File: config.mk
export PLATFORM = sky130hd
export DESIGN_NAME = msg_req_scheduler
export DESIGN_NICKNAME = d
export VERILOG_FILES = /design/src/rtl/msg_req_scheduler.sv
export SDC_FILE = /design/constraint.sdc
export NUM_CORES = 1
export LEC_CHECK = 0
export BUFFER_PORTS_ARGS = -buffer_cell sky130_fd_sc_hd__buf_2
export CORE_MARGIN = 5
export CORE_UTILIZATION = 47
export CTS_CLUSTER_DIAMETER = 30
export CTS_CLUSTER_SIZE = 10
export DETAILED_ROUTE_END_ITERATION = 6
export PLACE_DENSITY = 0.8
export REMOVE_ABC_BUFFERS = 1
export SKIP_LAST_GASP = 1
export SLEW_MARGIN = 10
export SYNTH_ARGS = -nofsm -noshare
export SYNTH_HDL_FRONTEND = slang
export SYNTH_SLANG_ARGS = --single-unit
File: constraint.sdc
create_clock -name CLK -period 3.5 [get_ports CLK]
set_clock_uncertainty 0.05 [all_clocks]
set_input_delay 0.35 -clock CLK [delete_from_list [all_inputs] [get_ports CLK]]
set_output_delay 0.35 -clock CLK [all_outputs]
set_load 0.01 [all_outputs]
File: src/rtl/msg_req_scheduler.sv
// Request scheduler for the messenger microcontroller: arbitrates five message
// sources, freezes the winner's parameters and acknowledges on completion.
module msg_req_scheduler #(
    parameter int TIMEOUT = 4096
) (
    input  logic         CLK,
    input  logic         RESETn,
    input  logic         NETREQ,
    input  logic         ERRORREQ,
    input  logic         INTREQ,
    input  logic         EUREQ,
    input  logic         BKPT,
    input  logic [4:0]   MASK,
    input  logic [63:0]  EUPARAM,
    input  logic [15:0]  INTPARAM,
    input  logic [121:0] NETPARAM,
    input  logic         DONE,
    output logic         VALID,
    output logic [2:0]   SEL,
    output logic [4:0]   GNT,
    output logic [63:0]  PARAM,
    output logic [57:0]  PARAMHI,
    output logic [4:0]   PEND,
    output logic         EUACK,
    output logic         ERRACK,
    output logic         INTACK,
    output logic         NETACK,
    output logic         BKACK,
    output logic         TOUT
);

    localparam logic [2:0]  C_NET   = 3'd0;
    localparam logic [2:0]  C_ERR   = 3'd1;
    localparam logic [2:0]  C_INT   = 3'd2;
    localparam logic [2:0]  C_EU    = 3'd3;
    localparam logic [2:0]  C_BKPT  = 3'd4;
    localparam logic [15:0] TO_LAST = 16'(TIMEOUT - 1);

    typedef enum logic [1:0] {IDLE, GRANT, ACK, HOLD} state_t;

    state_t        state_reg;
    logic          valid_reg;
    logic [2:0]    sel_reg;
    logic [4:0]    gnt_reg;
    logic [63:0]   param_reg;
    logic [57:0]   paramhi_reg;
    logic [4:0]    pend_reg;
    logic [4:0]    ack_reg;
    logic          tout_reg;
    logic [1:0]    rrp_reg;     // round-robin slot: 0=NET, 1=INT, 2=EU
    logic [15:0]   cnt_reg;

    logic [4:0]    req_vec;
    logic [4:0]    excl_vec;
    logic [4:0]    elig;
    logic [1:0]    slot_idx [3];
    logic [2:0]    slot_code [3];
    logic [2:0]    slot_hit;
    logic          win_any;
    logic          win_is_rr;
    logic [2:0]    win_code;
    logic [1:0]    rrp_next;
    logic [63:0]   param_next;
    logic [57:0]   paramhi_next;

    function automatic logic [2:0] rr_code(input logic [1:0] idx);
        case (idx)
            2'd0:    rr_code = C_NET;
            2'd1:    rr_code = C_INT;
            default: rr_code = C_EU;
        endcase
    endfunction

    function automatic logic [1:0] rr_step(input logic [1:0] idx, input logic [1:0] k);
        logic [2:0] s;
        s = {1'b0, idx} + {1'b0, k};
        rr_step = (s >= 3'd3) ? 2'(s - 3'd3) : s[1:0];
    endfunction

    // Bit position in every 5-bit vector equals the source code.
    assign req_vec  = {BKPT, EUREQ, INTREQ, ERRORREQ, NETREQ};
    assign excl_vec = (state_reg == HOLD) ? (5'b00001 << sel_reg) : 5'b00000;
    assign elig     = MASK & req_vec & ~excl_vec;
    assign win_any  = |elig;

    generate
        for (genvar gi = 0; gi < 3; gi++) begin : g_rr_slot
            assign slot_idx[gi]  = rr_step(rrp_reg, 2'(gi));
            assign slot_code[gi] = rr_code(slot_idx[gi]);
            assign slot_hit[gi]  = elig[slot_code[gi]];
        end
    endgenerate

    always_comb begin
        win_code  = C_NET;
        win_is_rr = 1'b0;
        rrp_next  = rrp_reg;
        if (elig[C_ERR]) begin
            win_code = C_ERR;
        end else if (elig[C_BKPT]) begin
            win_code = C_BKPT;
        end else if (slot_hit[0]) begin
            win_code  = slot_code[0];
            win_is_rr = 1'b1;
            rrp_next  = rr_step(slot_idx[0], 2'd1);
        end else if (slot_hit[1]) begin
            win_code  = slot_code[1];
            win_is_rr = 1'b1;
            rrp_next  = rr_step(slot_idx[1], 2'd1);
        end else if (slot_hit[2]) begin
            win_code  = slot_code[2];
            win_is_rr = 1'b1;
            rrp_next  = rr_step(slot_idx[2], 2'd1);
        end
    end

    always_comb begin
        param_next   = 64'd0;
        paramhi_next = 58'd0;
        case (win_code)
            C_EU:  param_next = EUPARAM;
            C_INT: param_next = {48'd0, INTPARAM};
            C_NET: begin
                param_next   = NETPARAM[63:0];
                paramhi_next = NETPARAM[121:64];
            end
            default: ;
        endcase
    end

    always_ff @(posedge CLK or negedge RESETn) begin
        if (!RESETn) begin
            state_reg   <= IDLE;
            valid_reg   <= 1'b0;
            sel_reg     <= 3'd0;
            gnt_reg     <= 5'd0;
            param_reg   <= 64'd0;
            paramhi_reg <= 58'd0;
            pend_reg    <= 5'd0;
            ack_reg     <= 5'd0;
            tout_reg    <= 1'b0;
            rrp_reg     <= 2'd0;
            cnt_reg     <= 16'd0;
        end else begin
            pend_reg <= MASK & req_vec;
            ack_reg  <= 5'd0;
            tout_reg <= 1'b0;
            case (state_reg)
                IDLE, HOLD: begin
                    if (win_any) begin
                        state_reg   <= GRANT;
                        valid_reg   <= 1'b1;
                        sel_reg     <= win_code;
                        gnt_reg     <= 5'b00001 << win_code;
                        param_reg   <= param_next;
                        paramhi_reg <= paramhi_next;
                        cnt_reg     <= 16'd0;
                        if (win_is_rr) begin
                            rrp_reg <= rrp_next;
                        end
                    end else begin
                        state_reg <= IDLE;
                    end
                end
                GRANT: begin
                    // Completion takes precedence over a watchdog expiry in the same cycle.
                    if (DONE) begin
                        state_reg <= ACK;
                        valid_reg <= 1'b0;
                        gnt_reg   <= 5'd0;
                        ack_reg   <= gnt_reg;
                    end else if ((TIMEOUT != 0) && (cnt_reg == TO_LAST)) begin
                        state_reg <= IDLE;
                        valid_reg <= 1'b0;
                        gnt_reg   <= 5'd0;
                        tout_reg  <= 1'b1;
                    end else begin
                        cnt_reg <= cnt_reg + 16'd1;
                    end
                end
                ACK: begin
                    state_reg <= HOLD;
                end
                default: begin
                    state_reg <= IDLE;
                end
            endcase
        end
    end

    assign VALID   = valid_reg;
    assign SEL     = sel_reg;
    assign GNT     = gnt_reg;
    assign PARAM   = param_reg;
    assign PARAMHI = paramhi_reg;
    assign PEND    = pend_reg;
    assign NETACK  = ack_reg[0];
    assign ERRACK  = ack_reg[1];
    assign INTACK  = ack_reg[2];
    assign EUACK   = ack_reg[3];
    assign BKACK   = ack_reg[4];
    assign TOUT    = tout_reg;

endmodule
==> results by group, run 1 <==
Status
  • Status: complete, no violations

Clock tree
  • CTS max path bufs: 2
  • Insertion delay to the later sink of the worst-skew pair: 0.42 ns
  • Hold buffer count at CTS: 1
  • Postcts setup bufs: 0
  • Post-CTS resize count: 0
  • Root Driver: clkbuf_16
  • CTS Sinks: 162
  • H-tree levels: 4
  • Inserted Clock Buffers: 17
  • CTS tree: done
  • Reg clk slew, reported paths: 0.07 ns

Floorplanning
  • Die W: 138 um
  • Initial core utilization: 48.1%
  • # rows: 46
  • Die footprint: 0.0190 mm2
  • CORE AREA: 0.0160 mm2
  • Die H: 138 um
  • Top Ports: 357

Worst setup path
  • CP max-delay cell: o211ai_4
  • Cell family with the largest share of critical-path delay: compound AO/OA/AOI/OAI gates
  • Worst-path fanout max: 28
  • Crit. End Element: register
  • CP Cell Sequence: ha_1 > nor4b_2 > nor2_1 > o21ai_0 > o2111a_1 > o211ai_4 > buf_4 > o21ai_0
  • Crit path buffers/inverters: 1
  • Setup crit start: state_reg[1]
  • Crit Path Class: reg2reg
  • Crit-path max cell delay: 0.78 ns
  • Worst path most repeated cell: o21ai_0
  • Flop-to-flop setup slack: 0.26 ns
  • Worst setup path end: PARAM[40]
  • CP startpoint kind: register
  • R2R depth: 8
  • CP Depth: 8
  • Critical Path RT: 3.74 ns
  • FF-to-FF Start: state_reg[1]
  • Crit path DAT: 3.48 ns
  • FF-to-FF End: PARAM[40]

Layout
  • Commonest non-fill, non-tap cell in the layout: buf_2
  • Number of fillers in the final layout: 1351
  • Flip-flop count of the largest register after layout: 64
  • Area Growth Syn to Fin: 33.6%
  • Final Net Count: 1355
  • Antenna cells: 0
  • Layout cells sized above 1: 37.7%
  • Most frequent cells in the layout: 355 x buf_2, 199 x nand2_1, 162 x dfrtp_1, 127 x o21ai_0, 64 x a32oi_1
  • Final core occ: 64.2%

Power
  • Seq pwr share: 30.1%
  • Switching power: 4.58 mW
  • Clock power frac: 19.0%
  • Max VDD drop: 782 uV
  • Leakage: 5.17 nW
  • Switching Fraction: 46.6%
  • Pint: 5.25 mW
  • Power Total: 9.83 mW
  • Pwr Density: 957 mW/mm2
  • Combinational share of power: 50.9%

Route
  • Final ANT Viol Nets: 0
  • Post-route DRC: 0
  • DR vias: 7674
  • Routed wire length: 25500 um
  • Iteration count of the initial detailed-routing pass: 5
  • Post-DR vias/cell: 5.63
  • Routed wire per std cell: 18.7 um
  • Drt initial violations: 563

Flow run
  • Max Cap Viol: 0

Timing
  • Highest clock rate: 309 MHz
  • # setup viols final: 0
  • Fin. Hold Viols: 0
  • Setup TNS: 0 ns
  • Hold slack: 0.103 ns
  • Crit path time final: 3.24 ns
  • RSZ-0062 raised after global routing: false
  • Period Utilization, post-route: 92.6%
  • Measured slew at the worst slew-check pin: 0.964 ns
  • Max-slew headroom: 35.4%
  • Max Transition Viols Final: 0

Logic synthesis
  • Synthesized area: 0.00770 mm2
  • Flops & latches, synth: 162
  • Yosys top cell area share: 52.7%
  • Fraction of registers with async set or reset after synthesis: 100%
  • Top_reg_cell synth: dfrtp_1
  • Post-synth EDFFs: 0
  • Netlist cell types: 66
  • Mean Syn Cell Area: 9.52 um2
  • Cell accounting for the most synthesized area: dfrtp_1
  • Yosys warns: 0
  • Synth area leaders: dfrtp_1 53%, nand2_1 9.7%, o21ai_0 8.3%
  • Sequential area share after synthesis: 52.7%
  • Synthesized instance count: 808

Global routing
  • Global-route wire length before repair: 37500 um
  • Largest net degree at the start of global routing: 114
  • GRT overflow: 0
  • Gr usage total: 25.2%
  • Vias in the first global route: 7242
  • Initial antenna violation count: 0

Min path
  • Hold WC Path Type: in2reg

Placed design
  • Routability congestion estimate: 0.882
  • IO Port Bufs: 356
  • Post-DP HPWL: 18200 um
power groups by stage:
stage | sequential, mW | clock, mW | combinational [mW]
2_1_floorplan | 3.25 | 0 | 2.65
3_5_place_dp | 2.97 | 0 | 4.98
5_1_grt | 3.04 | 1.98 | 5.44
3_3_place_gp | 2.96 | 0 | 4.84
6_report | 2.96 | 1.87 | 5.00
4_1_cts | 2.96 | 1.91 | 4.97
area by class of cell:
type / count / area [um2] / area share, %
well taps: 216 / 270 / 2.63
flip-flops and latches: 162 / 4050 / 39.4
multi-input cells: 551 / 3270 / 31.8
repair buffers: 371 / 1980 / 19.2
inverters: 31 / 116 / 1.13
clock inverters: 15 / 163 / 1.58
clock buffers: 17 / 425 / 4.14
worst min-delay path by stage:
stage                       end  cells after the start          start
floorplan                GNT[0]                      0         RESETn
global placement          VALID                      2          VALID
detailed placement  PARAMHI[12]                      2    PARAMHI[12]
CTS                 PARAMHI[50]                      3  NETPARAM[114]
global route          PARAM[31]                      3   NETPARAM[31]
finish               PARAMHI[9]                      3   NETPARAM[73]
worst register-to-register path, stage by stage (launching register included):
cell	delay (ns)
dfrtp_1	0.43
ha_1	0.28
nor4b_2	0.20
nor2_1	0.39
o21ai_0	0.20
o2111a_1	0.30
o211ai_4	0.78
buf_4	0.34
o21ai_0	0.14
logic make-up after synthesis:
family          share of synthesized area, %
compound gates                          24.6
fa+ha+maj                              0.975
simple gates                            16.3
flops                                   52.7
xor+xnor                               0.114
buf+inv                                 5.07
mux                                    0.276
cells in the mapped netlist, types with 3 or more instances:
cell,count
nor3_1,3
o31ai_1,4
nor2_1,9
clkbuf_1,45
and4bb_2,3
and4_1,3
a31oi_1,4
dfrtp_1,162
nand3_1,8
o311ai_2,10
a21oi_1,18
o211ai_1,4
o311ai_1,6
nand2_1,199
buf_2,15
or3_1,8
inv_1,29
ha_1,6
and3_1,6
a32oi_1,64
o22ai_1,3
nand4_1,18
o21ai_0,127
routing by layer:
| metal | GRT usage [%] | wire length, um |
|---|---|---|
| met4 | 9.88 | 791 |
| met2 | 41.4 | 12200 |
| met1 | 31.8 | 10000 |
| met3 | 7.04 | 2450 |
| met5 | 0 | 0 |
per-stage QoR:
step / worst slack, ns / std cells / cell area [um2]
global route: 0.0950 / 1363 / 10300
finish: 0.260 / 1363 / 10300
global placement: 0.388 / 1330 / 9680
detailed placement: 0.296 / 1330 / 9680
CTS: 0.315 / 1363 / 10300
floorplan: -2.74 / 744 / 7420
Note: power is estimated with default switching activity, not from simulation.
==> inputs of run 2 (changes only) <==
- CELL_PAD_IN_SITES_DETAIL_PLACEMENT: default -> 0
- CELL_PAD_IN_SITES_GLOBAL_PLACEMENT: default -> 1
- CORE_UTILIZATION: 47 -> 34
- PLACE_DENSITY: 0.8 -> default
- PLACE_DENSITY_LB_ADDON: default -> 0.1
==> results by group, run 2 (same netlist as run 1, synthesis figures left out) <==
Power
  • Leakage: 5.18 nW (+0.20%)
  • Max VDD drop: 975 uV (+25%)
  • Seq pwr share: 29.6% (-0.5 points)
  • Switching power: 4.63 mW (+1.1%)
  • Pwr Density: 955 mW/mm2 (-0.21%)
  • Combinational share of power: 51.7% (+0.8 points)
  • Switching Fraction: 46.6% (+0.059 points)
  • Pint: 5.30 mW (+0.85%)
  • Clock power frac: 18.8% (-0.2 points)

Layout
  • Final core occ: 46.4% (-18 points)
  • Commonest non-fill, non-tap cell in the layout: buf_2
  • Non-Filler Instances: 1436 (+5.4%)
  • Most frequent cells in the layout: 355 x buf_2, 199 x nand2_1, 162 x dfrtp_1, 127 x o21ai_0, 64 x a32oi_1
  • Multi-input logic area: 0.00328 mm2 (+0.19%)
  • Number of fillers in the final layout: 2283 (+69%)
  • Storage cell area: 0.00405 mm2 (unchanged)
  • Final Net Count: 1357 (+0.15%)
  • Flip-flop count of the largest register after layout: 64 (unchanged)
  • Area Growth Syn to Fin: 35.1%
  • Layout cells sized above 1: 37.9% (+0.20 points)
  • Post-route cell area: 0.0104 mm2 (+1.2%)

Global routing
  • Largest net degree at the start of global routing: 143 (+25%)
  • GRT overflow: 0 (unchanged)
  • Vias in the first global route: 7558 (+4.4%)
  • Initial antenna violation count: 6 (+6)
  • Gr usage total: 21.3% (-4.0 points)
  • Global-route wire length before repair: 43800 um (+17%)

Floorplanning
  • Die W: 160 um (+16%)
  • Top Ports: 357 (unchanged)
  • CORE AREA: 0.0224 mm2 (+40%)
  • Die footprint: 0.0257 mm2 (+35%)
  • Die H: 160 um (+16%)
  • Initial core utilization: 34.3% (-14 points)
  • # rows: 55 (+20%)

Placed design
  • IO Port Bufs: 356 (unchanged)
  • Post-DP HPWL: 19900 um (+9.0%)
  • Placed Area: 0.00980 mm2 (+1.2%)
  • Routability congestion estimate: 0.889 (+0.84%)
  • Dpl cells: 1401 (+5.3%)
  • Pre-CTS setup slack: 0.614 ns (+0.317 ns)

Clock tree
  • CTS max path bufs: 2 (unchanged)
  • CTS Sinks: 162 (unchanged)
  • Inserted Clock Buffers: 17 (unchanged)
  • Hold buffer count at CTS: 1 (unchanged)
  • Post-CTS resize count: 0 (unchanged)
  • H-tree levels: 4 (unchanged)
  • Postcts setup bufs: 0 (unchanged)
  • Reg clk slew, reported paths: 0.07 ns (about the same)
  • CTS tree: done
  • Root Driver: clkbuf_16
  • Insertion delay to the later sink of the worst-skew pair: 0.42 ns (about the same)

Worst setup path
  • Cell family with the largest share of critical-path delay: compound AO/OA/AOI/OAI gates
  • Flop-to-flop setup slack: 0.57 ns (+0.31 ns)
  • CP Cell Sequence: ha_1 > and4b_1 > o32ai_1 > o2111ai_1 > a31oi_4 > buf_12 > a32oi_1 > o311ai_2
  • Crit path buffers/inverters: 1 (unchanged)
  • Worst-path fanout max: 59 (+110%)
  • Crit-path max cell delay: 0.46 ns (-0.32 ns)
  • CP startpoint kind: register
  • Crit. End Element: register
  • Crit Path Class: reg2reg
  • Crit path DAT: 3.19 ns (-0.29 ns)
  • Critical Path RT: 3.76 ns (+0.02 ns)
  • CP max-delay cell: a31oi_4

Timing
  • Max-slew headroom: 37.4% (+2.0 points)
  • Crit path time final: 2.93 ns (-0.314 ns)
  • # setup viols final: 0 (unchanged)
  • Max Transition Viols Final: 0 (unchanged)
  • Period Utilization, post-route: 83.6% (-9.0 points)
  • Setup TNS: 0 ns (unchanged)
  • Setup WS post-layout: 0.574 ns (+0.314 ns)
  • RSZ-0062 raised after global routing: false
  • Highest clock rate: 342 MHz (+11%)
  • Measured slew at the worst slew-check pin: 0.939 ns (-0.0251 ns)
  • Fin. Hold Viols: 0 (unchanged)

Route
  • Routed wire length: 28300 um (+11%)
  • Drt initial violations: 464 (-18%)
  • Post-DR vias/cell: 5.19 (-7.9%)
  • Iteration count of the initial detailed-routing pass: 4 (-1)
  • Final ANT Viol Nets: 0 (unchanged)
  • WL met1: 11900 um (+19%)
  • Met3 WL: 2360 um (-3.6%)
  • DR vias: 7448 (-2.9%)
  • Routed wire per std cell: 19.7 um (+5.5%)
  • Post-route DRC: 0 (unchanged)
  • Uppermost routed layer: met5
  • Wire length on met2: 13500 um (+11%)

Status
  • Status: complete, no violations

Flow run
  • Max Cap Viol: 0 (unchanged)

Min path
  • Hold WC Path Type: in2reg
run 2: power groups by stage:
stage	registers [mW]	logic (mW)	clock network (mW)
6_report	2.93	5.13	1.86
3_3_place_gp	2.95	5.19	0
4_1_cts	2.94	5.19	1.92
3_5_place_dp	2.96	5.19	0
5_1_grt	3.03	5.66	2.00
2_1_floorplan	3.25	2.65	0
run 2: worst paths after layout:
check                             start     endpoint  depth (start not counted)
max reg2reg                state_reg[0]     PARAM[6]                          8
max                        state_reg[0]     PARAM[6]                          8
max in group asynchronous        RESETn    PARAM[58]                          3
min in group asynchronous        RESETn      PEND[0]                          2
min                        NETPARAM[77]  PARAMHI[13]                          3
min reg2reg                 PARAMHI[43]  PARAMHI[43]                          2
run 2: layout make-up:
class / count / area share [%]
flip-flops and latches: 162 / 39.0
clock buffers: 18 / 4.22
inverters: 31 / 1.12
diodes: 2 / 0.0481
clock inverters: 14 / 1.40
well taps: 285 / 3.43
multi-input cells: 551 / 31.5
repair buffers: 373 / 19.3
run 2: worst min-delay path: stages:
cell,delay (ns)
buf_2,0.09
nand2_1,0.04
o21ai_0,0.06
run 2: per-layer routing:
| layer | vias to the layer above | GRT usage (%) |
|---|---|---|
| met4 | 8 | 6.61 |
| li1 | 3603 | - |
| met1 | 3513 | 27.1 |
| met3 | 39 | 7.47 |
| met5 | - | 0 |
| met2 | 285 | 34.1 |
run 2: per-stage QoR:
step	total power, mW	hold slack (ns)
after global routing	10.7	0.0838
after floorplan	5.90	0.00441
after global placement	8.14	0.316
after CTS	10.0	0.0820
after detailed placement	8.15	0.315
final	9.93	0.104
